==> src/rtl/block_reader_pkg.sv <==
// Shared types and constant helpers for the block raster reader.
package block_reader_pkg;

  typedef enum logic [2:0] {
    IDLE     = 3'd0,
    REQ      = 3'd1,
    DATA     = 3'd2,
    BLK_WAIT = 3'd3,
    DONE     = 3'd4
  } state_t;

  localparam logic [1:0] BURST_INCR = 2'b01;

  // Exact for the power-of-two sizes used here; usable in constant context.
  function automatic int unsigned clog2_u(input int unsigned v);
    int unsigned r;
    r = 0;
    for (int unsigned i = 0; i < 32; i++) begin
      if ((64'd1 << i) < 64'(v)) r = i + 1;
    end
    return r;
  endfunction

endpackage

==> src/rtl/block_addr_gen.sv <==
// Block/row position counters and the row, block and block-line address accumulators.
module block_addr_gen
  import block_reader_pkg::*;
#(
  parameter int unsigned ADDR_WIDTH      = 32,
  parameter int unsigned DIM_WIDTH       = 16,
  parameter int unsigned BLOCK_SIZE      = 8,
  parameter int unsigned BYTES_PER_PIXEL = 4
) (
  input  logic                             clk,
  input  logic                             rst,
  input  logic                             i_load,
  input  logic                             i_next_row,
  input  logic                             i_next_block,
  input  logic [ADDR_WIDTH-1:0]            i_base_addr,
  input  logic [DIM_WIDTH-1:0]             i_frame_width,
  input  logic [DIM_WIDTH-1:0]             i_blocks_x,
  output logic [clog2_u(BLOCK_SIZE)-1:0]   o_row,
  output logic [DIM_WIDTH-1:0]             o_bx,
  output logic [DIM_WIDTH-1:0]             o_by,
  output logic [ADDR_WIDTH-1:0]            o_row_addr
);

  localparam int unsigned LOG_BS  = clog2_u(BLOCK_SIZE);
  localparam int unsigned LOG_BPP = clog2_u(BYTES_PER_PIXEL);
  localparam logic [ADDR_WIDTH-1:0] BLK_STEP = ADDR_WIDTH'(1) << (LOG_BS + LOG_BPP);

  logic [ADDR_WIDTH-1:0] r_stride;
  logic [ADDR_WIDTH-1:0] r_row_addr;
  logic [ADDR_WIDTH-1:0] r_block_addr;
  logic [ADDR_WIDTH-1:0] r_line_base;
  logic [ADDR_WIDTH-1:0] w_next_line;
  logic [LOG_BS-1:0]     r_row;
  logic [DIM_WIDTH-1:0]  r_bx;
  logic [DIM_WIDTH-1:0]  r_by;
  logic                  w_last_col;

  assign w_next_line = r_line_base + (r_stride << LOG_BS);
  assign w_last_col  = (r_bx == i_blocks_x - DIM_WIDTH'(1));

  always_ff @(posedge clk or posedge rst) begin
    if (rst) begin
      r_stride     <= '0;
      r_row_addr   <= '0;
      r_block_addr <= '0;
      r_line_base  <= '0;
      r_row        <= '0;
      r_bx         <= '0;
      r_by         <= '0;
    end else if (i_load) begin
      r_stride     <= ADDR_WIDTH'(i_frame_width) << LOG_BPP;
      r_row_addr   <= i_base_addr;
      r_block_addr <= i_base_addr;
      r_line_base  <= i_base_addr;
      r_row        <= '0;
      r_bx         <= '0;
      r_by         <= '0;
    end else if (i_next_block) begin
      r_row <= '0;
      if (w_last_col) begin
        r_bx         <= '0;
        r_by         <= r_by + DIM_WIDTH'(1);
        r_line_base  <= w_next_line;
        r_block_addr <= w_next_line;
        r_row_addr   <= w_next_line;
      end else begin
        r_bx         <= r_bx + DIM_WIDTH'(1);
        r_block_addr <= r_block_addr + BLK_STEP;
        r_row_addr   <= r_block_addr + BLK_STEP;
      end
    end else if (i_next_row) begin
      r_row      <= r_row + LOG_BS'(1);
      r_row_addr <= r_row_addr + r_stride;
    end
  end

  assign o_row      = r_row;
  assign o_bx       = r_bx;
  assign o_by       = r_by;
  assign o_row_addr = r_row_addr;

endmodule

==> src/rtl/block_raster_reader.sv <==
// Walks a frame in BLOCK_SIZE x BLOCK_SIZE blocks, one INCR burst per block row,
// and frames the returned beats for the Wiener filter.
module block_raster_reader
  import block_reader_pkg::*;
#(
  parameter int unsigned ADDR_WIDTH      = 32,
  parameter int unsigned DATA_WIDTH      = 32,
  parameter int unsigned BLOCK_SIZE      = 8,
  parameter int unsigned BYTES_PER_PIXEL = 4,
  parameter int unsigned DIM_WIDTH       = 16
) (
  input  logic                  clk,
  input  logic                  rst,
  input  logic [DIM_WIDTH-1:0]  frame_width,
  input  logic [DIM_WIDTH-1:0]  frame_height,
  input  logic [ADDR_WIDTH-1:0] base_addr_in,
  input  logic                  estimated_noise_ready,
  input  logic                  filter_ready,
  input  logic                  arready,
  input  logic                  rvalid,
  input  logic                  rlast,
  output logic                  start_read,
  output logic [ADDR_WIDTH-1:0] read_addr,
  output logic [7:0]            read_len,
  output logic [2:0]            read_size,
  output logic [1:0]            read_burst,
  output logic                  filter_en,
  output logic                  start_data,
  output logic                  start_of_frame,
  output logic                  end_of_frame,
  output logic [31:0]           blocks_per_frame,
  output logic                  busy,
  output logic                  frame_done,
  output logic                  err
);

  localparam int unsigned LOG_BS  = clog2_u(BLOCK_SIZE);
  localparam int unsigned LOG_BPP = clog2_u(BYTES_PER_PIXEL);
  localparam int unsigned CW      = LOG_BS + 1;
  localparam logic [LOG_BS-1:0] LAST_ROW  = LOG_BS'(BLOCK_SIZE - 1);
  localparam logic [CW-1:0]     LAST_BEAT = CW'(BLOCK_SIZE - 1);
  localparam logic [1:0]        AR_LIMIT  = 2'd3;

  state_t                r_state;
  logic                  r_busy;
  logic                  r_err;
  logic                  r_ar_pend;
  logic [1:0]            r_ar_cnt;
  logic [CW-1:0]         r_beat_cnt;
  logic [DIM_WIDTH-1:0]  r_blocks_x;
  logic [DIM_WIDTH-1:0]  r_blocks_y;
  logic [31:0]           r_bpf;
  logic [ADDR_WIDTH-1:0] r_read_addr;

  logic                  w_load, w_check, w_zero, w_beat, w_last, w_row_end;
  logic                  w_last_blk, w_next_row, w_next_block, w_ar_timeout, w_err_set;
  logic [LOG_BS-1:0]     w_row;
  logic [DIM_WIDTH-1:0]  w_bx, w_by;
  logic [ADDR_WIDTH-1:0] w_row_addr;

  // Geometry is latched on the trigger; the zero-size check runs on the
  // following IDLE cycle (busy already set) from the latched block counts.
  assign w_load       = (r_state == IDLE) && !r_busy && estimated_noise_ready;
  assign w_check      = (r_state == IDLE) && r_busy;
  assign w_zero       = (r_blocks_x == '0) || (r_blocks_y == '0);
  assign w_beat       = (r_state == DATA) && rvalid;
  assign w_last       = w_beat && rlast;
  assign w_row_end    = (w_row == LAST_ROW);
  assign w_last_blk   = (w_bx == r_blocks_x - DIM_WIDTH'(1)) &&
                        (w_by == r_blocks_y - DIM_WIDTH'(1));
  assign w_next_row   = w_last && !w_row_end;
  assign w_next_block = (r_state == BLK_WAIT) && filter_ready;
  assign w_ar_timeout = r_ar_pend && !arready && (r_ar_cnt == AR_LIMIT);
  assign w_err_set    = (w_check && w_zero) ||
                        (w_last && (r_beat_cnt != LAST_BEAT)) ||
                        (rvalid && (r_state != DATA)) ||
                        w_ar_timeout;

  block_addr_gen #(
    .ADDR_WIDTH      (ADDR_WIDTH),
    .DIM_WIDTH       (DIM_WIDTH),
    .BLOCK_SIZE      (BLOCK_SIZE),
    .BYTES_PER_PIXEL (BYTES_PER_PIXEL)
  ) u_addr_gen (
    .clk           (clk),
    .rst           (rst),
    .i_load        (w_load),
    .i_next_row    (w_next_row),
    .i_next_block  (w_next_block),
    .i_base_addr   (base_addr_in),
    .i_frame_width (frame_width),
    .i_blocks_x    (r_blocks_x),
    .o_row         (w_row),
    .o_bx          (w_bx),
    .o_by          (w_by),
    .o_row_addr    (w_row_addr)
  );

  always_ff @(posedge clk or posedge rst) begin
    if (rst) begin
      r_state     <= IDLE;
      r_busy      <= 1'b0;
      r_blocks_x  <= '0;
      r_blocks_y  <= '0;
      r_beat_cnt  <= '0;
      r_read_addr <= '0;
    end else begin
      case (r_state)
        IDLE: begin
          if (w_load) begin
            r_blocks_x <= frame_width >> LOG_BS;
            r_blocks_y <= frame_height >> LOG_BS;
            r_busy     <= 1'b1;
          end else if (w_check) begin
            r_state <= w_zero ? DONE : REQ;
          end
        end
        REQ: begin
          r_read_addr <= w_row_addr;
          r_beat_cnt  <= '0;
          r_state     <= DATA;
        end
        DATA: begin
          if (w_beat) r_beat_cnt <= r_beat_cnt + CW'(1);
          if (w_last) begin
            if (!w_row_end)     r_state <= REQ;
            else if (w_last_blk) r_state <= DONE;
            else                r_state <= BLK_WAIT;
          end
        end
        BLK_WAIT: if (filter_ready) r_state <= REQ;
        DONE: begin
          r_busy  <= 1'b0;
          r_state <= IDLE;
        end
        default: r_state <= IDLE;
      endcase
    end
  end

  always_ff @(posedge clk or posedge rst) begin
    if (rst)            r_err <= 1'b0;
    else if (w_load)    r_err <= 1'b0;
    else if (w_err_set) r_err <= 1'b1;
  end

  always_ff @(posedge clk or posedge rst) begin
    if (rst) r_bpf <= '0;
    else     r_bpf <= 32'(r_blocks_x) * 32'(r_blocks_y);
  end

  always_ff @(posedge clk or posedge rst) begin
    if (rst) begin
      r_ar_pend <= 1'b0;
      r_ar_cnt  <= '0;
    end else if (r_state == REQ) begin
      r_ar_pend <= !arready;
      r_ar_cnt  <= '0;
    end else if (r_ar_pend) begin
      if (arready || (r_ar_cnt == AR_LIMIT)) r_ar_pend <= 1'b0;
      else                                   r_ar_cnt  <= r_ar_cnt + 2'd1;
    end
  end

  assign start_read       = (r_state == REQ);
  assign read_addr        = (r_state == REQ) ? w_row_addr : r_read_addr;
  assign read_len         = 8'(BLOCK_SIZE - 1);
  assign read_size        = 3'(LOG_BPP);
  assign read_burst       = BURST_INCR;
  assign filter_en        = w_beat;
  assign start_data       = w_beat && (r_beat_cnt == '0) && (w_row == '0);
  assign start_of_frame   = start_data && (w_bx == '0) && (w_by == '0);
  assign end_of_frame     = w_last && w_row_end && w_last_blk;
  assign blocks_per_frame = r_bpf;
  assign busy             = r_busy;
  assign frame_done       = (r_state == DONE);
  assign err              = r_err;

endmodule

==> config.mk <==
export PLATFORM = sky130hd
export DESIGN_NAME = block_raster_reader
export DESIGN_NICKNAME = d
export VERILOG_FILES = /design/src/rtl/block_reader_pkg.sv /design/src/rtl/block_addr_gen.sv /design/src/rtl/block_raster_reader.sv
export SDC_FILE = /design/constraint.sdc
export NUM_CORES = 1
export LEC_CHECK = 0
export CELL_PAD_IN_SITES_DETAIL_PLACEMENT = 0
export CELL_PAD_IN_SITES_GLOBAL_PLACEMENT = 2
export CORE_ASPECT_RATIO = 1.5
export CORE_MARGIN = 1
export CORE_UTILIZATION = 33
export DETAILED_ROUTE_END_ITERATION = 16
export PLACE_DENSITY_LB_ADDON = 0.2
export SKIP_CTS_REPAIR_TIMING = 1
export SLEW_MARGIN = 20
export SYNTH_ARGS = -nofsm -noshare
export SYNTH_HDL_FRONTEND = slang
export SYNTH_SLANG_ARGS = --single-unit
==> constraint.sdc <==
create_clock -name clk -period 8.9 [get_ports clk]
set_input_delay 2.225 -clock clk [delete_from_list [all_inputs] [get_ports clk]]
set_output_delay 2.225 -clock clk [all_outputs]
set_load 0.05 [all_outputs]
Word-level counts from Yosys, hierarchy flattened
Index checks and enable logic that the tools add are counted.
{"block": "totals", "reg_bits": 243, "latchBits": 0, "ramBits": 0, "rom_bits": 0, "out_inout_bits": 85, "memories": 0}
{"block": "classes", "addsub": 10, "mul": 1, "div_mod_pow": 0, "order_cmp": 0, "n_eq_ne": 17, "shifts": 0, "n_mux": 39, "bitwise": 0, "reduce_logical": 47}
{"op": "$mux W32", "count": 10}
{"op": "$mux W16", "count": 6}
{"op": "$logic_not A16 Y1", "count": 4}
{"op": "$add A16 B1 Y16 const B", "count": 2}
{"op": "$add A32 B18 Y32", "count": 1}
{"op": "$add A32 B21 Y32", "count": 1}
{"op": "$add A32 B6 Y32 const B", "count": 1}
{"op": "$eq A16 B16 Y1", "count": 2}
{"op": "$mux W3", "count": 10}
{"op": "$sub A13 B1 Y14 const B", "count": 2}
{"op": "$mul A13 B13 Y26", "count": 1}
{"op": "$logic_and A1 B1 Y1", "count": 19}
{"op": "$ne A2 B2 Y1 const B", "count": 6}
{"op": "$pmux W3 S4", "count": 1}
{"op": "$reduce_bool A2 Y1", "count": 6}
{"op": "$reduce_and A2 Y1", "count": 5}
{"op": "$pmux W4 S2", "count": 1}
{"op": "$eq A3 B2 Y1 const B", "count": 2}
{"op": "$eq A3 B3 Y1 const B", "count": 2}
{"op": "$logic_not A3 Y1", "count": 2}
{"op": "$mux W1", "count": 6}
{"op": "$mux W2", "count": 3}
{"op": "$logic_or A1 B1 Y1", "count": 5}
{"op": "$add A4 B1 Y4 const B", "count": 1}
{"op": "13 further kinds", "count": 15}

Logic depth before layout (Yosys ltp)
Gate-level depths: netlist of the first run.
{"block": "logic_depth", "depth_word": 9, "depth_mapped": 22, "depth_no_buf": 20}

Cells and area by module
A second synthesis of the first run with hierarchy kept.
{"block": "unflattened", "cells_unflattened": 2284, "area_unflattened_um2": 20218.1}
{"mod": "block_raster_reader", "n_inst": 1, "cells_per_inst": 1179, "area_each_um2": 10366.2, "seq_area_each_um2": 2402.3}
{"mod": "block_addr_gen", "n_inst": 1, "cells_per_inst": 1105, "area_each_um2": 9851.9, "seq_area_each_um2": 3678.5}

Worst setup path before layout of the first run
No wires, ideal clock.
{"block": "synth_path", "path_type": "input to output", "from": "in rvalid", "to": "out start_of_frame", "arrival_time_ns": 3.876, "t_required_ns": 6.675, "setup_slack_ns": 2.799, "stages": 2, "n_path_buf": 0, "cell_sequence": "nand2_1 > nor4_1"}
{"block": "synth_via", "elab_chain_len": 5}
{"item": "start, declared", "line_no": "block_raster_reader.sv:20", "source": "input logic rvalid,"}
{"item": "$logic_and A1 B1 Y1", "line_no": "block_raster_reader.sv:66", "source": "assign w_beat = (r_state == DATA) && rvalid;"}
{"item": "$logic_and A1 B1 Y1 (2 in a row)", "line_no": "block_raster_reader.sv:171", "source": "assign start_data = w_beat && (r_beat_cnt == '0) && (w_row == '0);"}
{"item": "$logic_and A1 B1 Y1 (2 in a row)", "line_no": "block_raster_reader.sv:172", "source": "assign start_of_frame = start_data && (w_bx == '0) && (w_by == '0);"}
{"item": "end, declared", "line_no": "block_raster_reader.sv:29", "source": "output logic start_of_frame,"}
Every way passes these cells.

Worst setup path in the final report of the first run
{"block": "layout_path", "from": "reg r_blocks_x[0]", "to": "out end_of_frame"}
{"block": "layout_via", "elab_chain_len": 4}
{"item": "start, declared", "line_no": "block_raster_reader.sv:50", "source": "logic [DIM_WIDTH-1:0] r_blocks_x;"}
{"item": "start signal, assigned", "line_no": "block_raster_reader.sv:111", "source": "r_blocks_x <= frame_width >> LOG_BS;"}
{"item": "$sub A13 B1 Y14", "line_no": "block_raster_reader.sv:69", "source": "assign w_last_blk = (w_bx == r_blocks_x - DIM_WIDTH'(1)) &&"}
{"item": "$eq A16 B16 Y1", "line_no": "block_raster_reader.sv:69"}
{"item": "$logic_and A1 B1 Y1", "line_no": "block_raster_reader.sv:69"}
{"item": "$logic_and A1 B1 Y1", "line_no": "block_raster_reader.sv:173", "source": "assign end_of_frame = w_last && w_row_end && w_last_blk;"}
{"item": "end, declared", "line_no": "block_raster_reader.sv:30", "source": "output logic end_of_frame,"}
Every way passes these cells.

==> metrics, run 1 <==
status finished, final reports clean; ys async rst share 100%; worst skew pair latency 0.59 ns; Max clock buf depth 3; clk sinks 243; Max Transition Viols Final 0; worst path required time 6.68 ns; GRT overflow 0; Worst-path clk slew 0.06 ns; post-route minimum period 7.85 ns; slowest stage delay, CP 0.86 ns; die height 305 um; largest net degree at the start of global routing 70; fin nets 2761; CP max FO 17; proportion of layout cells with a drive suffix above 1 4.81%; Main synth FF type dfrtp_1; CP Cell Sequence inv_1 -> ha_1 -> xnor2_1 -> o211ai_1 -> nor4_1 -> or4b_4 -> or3_4 -> nor4_2 -> and2_1 -> nor2b_1 -> clkdlybuf4s50_1; number of synthesized register bits 243; max-cap viol count 0; final setup fails 0; DPL Wire Length 47.5 mm; Hold WS 0.469 ns; row count 110; Max IR drop VDD 0.000244 V; crit path DAT 5.63 ns; YS warnings 0; Setup Skew 0.0213 ns; mean post-synth cell area 8.44 um^2; Placed Cells 3201; CP startpoint kind flop; max_slew headroom 32.1%; initial antenna violation count 0; mapped cell area 20200 um^2; Final Hold Fails 0; GRT Total Usage 20.6%; WL/cell 19.3 um; Fin Setup TNS 0 ns; non-filler cells in the finished layout 3257; antenna-violating nets left 0; crit-path leading delay family simple AND/OR/NAND/NOR gates; # diodes 0; wire length of the first global-routing pass 99.9 mm; Pwr Total 4.00 mW; DR iter-0 viols 798; drt via density 5.15; Buffers on Ports 133; H-Tree Depth 1; worst hold path class reg -> reg; EDFF count, synth 0; pwr/cell area 173 nW/um^2; # DRC 0; CTS tree yes; router iterations before antenna repair 5; Routed WL 62.9 mm; io pins 156; final worst path period share 88.2%; gpl congestion 0.863; CTS root buf clkbuf_16; Distinct cells, synth 86; Initial Utilization 33.5%; Leakage 11.0 nW; gate count after technology mapping 2388; vias in the first global route 17400; top achievable clock speed 127 MHz; CP Class reg -> out; die footprint 62100 um^2; critical path buffer and inverter count 2; Vias 16800; worst slew pin tran 1.02 ns; synth-to-layout area growth 15.0%; Slowest-stage cell, CP dfrtp_1; unrepaired setup endpoints after global routing false; Crit. End Element output pin; Die Width 204 um; Inserted Clock Buffers 30; Core Area 60100 um^2; sequential fraction of the synthesis area 30.2%
[per-stage QoR]
step,setup WS (ns),area [um^2],utilization (%)
floorplan,0.00184,20200,-
global placement,1.69,22100,36.8
detailed placement,1.68,22100,36.8
CTS,1.01,23200,38.5
global route,0.801,23200,38.5
finish,1.05,23200,38.5
[worst paths after layout]
path                                                  end  depth (start not counted)             from  slack, ns
worst min register to register            r_read_addr[24]                          2  r_read_addr[24]       0.47
min in group asynchronous             blocks_per_frame[7]                          2              rst       2.10
worst max register to register       blocks_per_frame[23]                         19    r_blocks_y[3]       2.53
worst min-delay path                      r_read_addr[24]                          2  r_read_addr[24]       0.47
max in group asynchronous       u_addr_gen.o_row_addr[12]                          3              rst       5.45
worst max-delay path                         end_of_frame                         11    r_blocks_x[0]       1.05
[cell type report]
type	instances	area (um^2)
clock buffers	42	877
fillers	6138	37000
multi-input cells	1807	12700
repair buffers	158	1520
well taps	784	981
clock inverters	14	194
inverters	209	792
flip-flops and latches	243	6080
[kinds of logic (layout without fill, tap and decap cells)]
kind of cell	after synthesis	in the layout	synth area share, %
compound gates	430	430	13.7
buf+inv	355	423	7.16
other cells	2	19	0.0373
fa+ha+maj	242	242	19.6
mux	22	22	1.16
xor+xnor	137	137	5.99
simple gates	957	957	22.2
flops	243	243	30.2
[sequential cells by signal (all words and copies together), names as in the netlist, 2 cells and up]
register and cells:
blocks_per_frame 26, u_addr_gen.r_line_base 32, r_beat_cnt 4, r_blocks_y 13, r_blocks_x 13, r_state 3, u_addr_gen.o_bx 16, r_read_addr 32
u_addr_gen.o_row_addr 32, u_addr_gen.r_stride 16, r_ar_cnt 2, u_addr_gen.o_by 16, u_addr_gen.r_block_addr 32, u_addr_gen.o_row 3
[metal layers]
metal  track usage [%]  part of all wire, %
met5                 0                    0
met4              6.00                  2.7
met3              1.97                  3.8
met2              38.8                   53
met1              24.2                   40
[power by group]
group | internal (mW) | switching, mW | leakage [nW] | total [mW]
clock network | 0.802 | 0.525 | 0.509 | 1.33
registers | 1.26 | 0.152 | 3.24 | 1.41
logic | 0.435 | 0.825 | 7.21 | 1.26
total | 2.50 | 1.50 | 11.0 | 4.00
[synth_stat cells (20+ instances only)]
cell type	count	area share (%)
nand2_1	459	8.5
dfrtp_1	243	30
inv_1	209	3.9
nor2_1	157	2.9
fa_1	123	12
ha_1	118	7.3
a21oi_1	113	2.8
clkbuf_1	98	1.8
o21ai_0	98	2.4
and2_1	94	2.9
xnor2_1	85	3.7
xor2_1	51	2.2
nand3_1	49	1.2
nor3_1	45	1.1
a211oi_1	30	1.1
and3_1	30	0.93
a31oi_1	27	0.84
nand4_1	26	0.81
o211ai_1	26	0.97
nor4_1	21	0.65
buf_4	20	0.74
[worst register-to-register path, delay by kind of cell (launching register included)]
kind	cells	cell delay (ns)
AND/OR/NAND/NOR	2	0.39
adder cells (fa/ha/maj)	6	2.87
flip-flops	1	0.63
AO/OA/AOI/OAI	6	2.07
buffers and inverters	5	0.29
[cells in the final DEF, fill, tap and decap left out, types with 19 or more instances in the layout]
cell               n
nand2_1          459
dfrtp_1          243
inv_1            208
nor2_1           156
clkdlybuf4s50_1  133
fa_1             123
ha_1             118
a21oi_1          113
o21ai_0           98
and2_1            94
xnor2_1           85
xor2_1            51
nand3_1           47
nor3_1            45
clkbuf_16         31
a211oi_1          30
and3_1            28
a31oi_1           27
o211ai_1          26
nand4_1           26
buf_4             25
nor4_1            21
a21o_1            19
conb_1            19
(Power assumes the default switching activity.)
==> run 2, diff against run 1 <==
--- a/config.mk
+++ b/config.mk
@@ -5,6 +5,7 @@
 export SDC_FILE = /design/constraint.sdc
 export NUM_CORES = 1
 export LEC_CHECK = 0
+export ABC_CLOCK_PERIOD_IN_PS = 8900
 export CELL_PAD_IN_SITES_DETAIL_PLACEMENT = 0
 export CELL_PAD_IN_SITES_GLOBAL_PLACEMENT = 2
 export CORE_ASPECT_RATIO = 1.5
@@ -13,6 +14,7 @@
 export DETAILED_ROUTE_END_ITERATION = 16
 export PLACE_DENSITY_LB_ADDON = 0.2
 export SKIP_CTS_REPAIR_TIMING = 1
+export SKIP_LAST_GASP = 1
 export SLEW_MARGIN = 20
 export SYNTH_ARGS = -nofsm -noshare
 export SYNTH_HDL_FRONTEND = slang
==> results of run 2 <==
Final layout, timing and power as in run 1 (identical DEF).
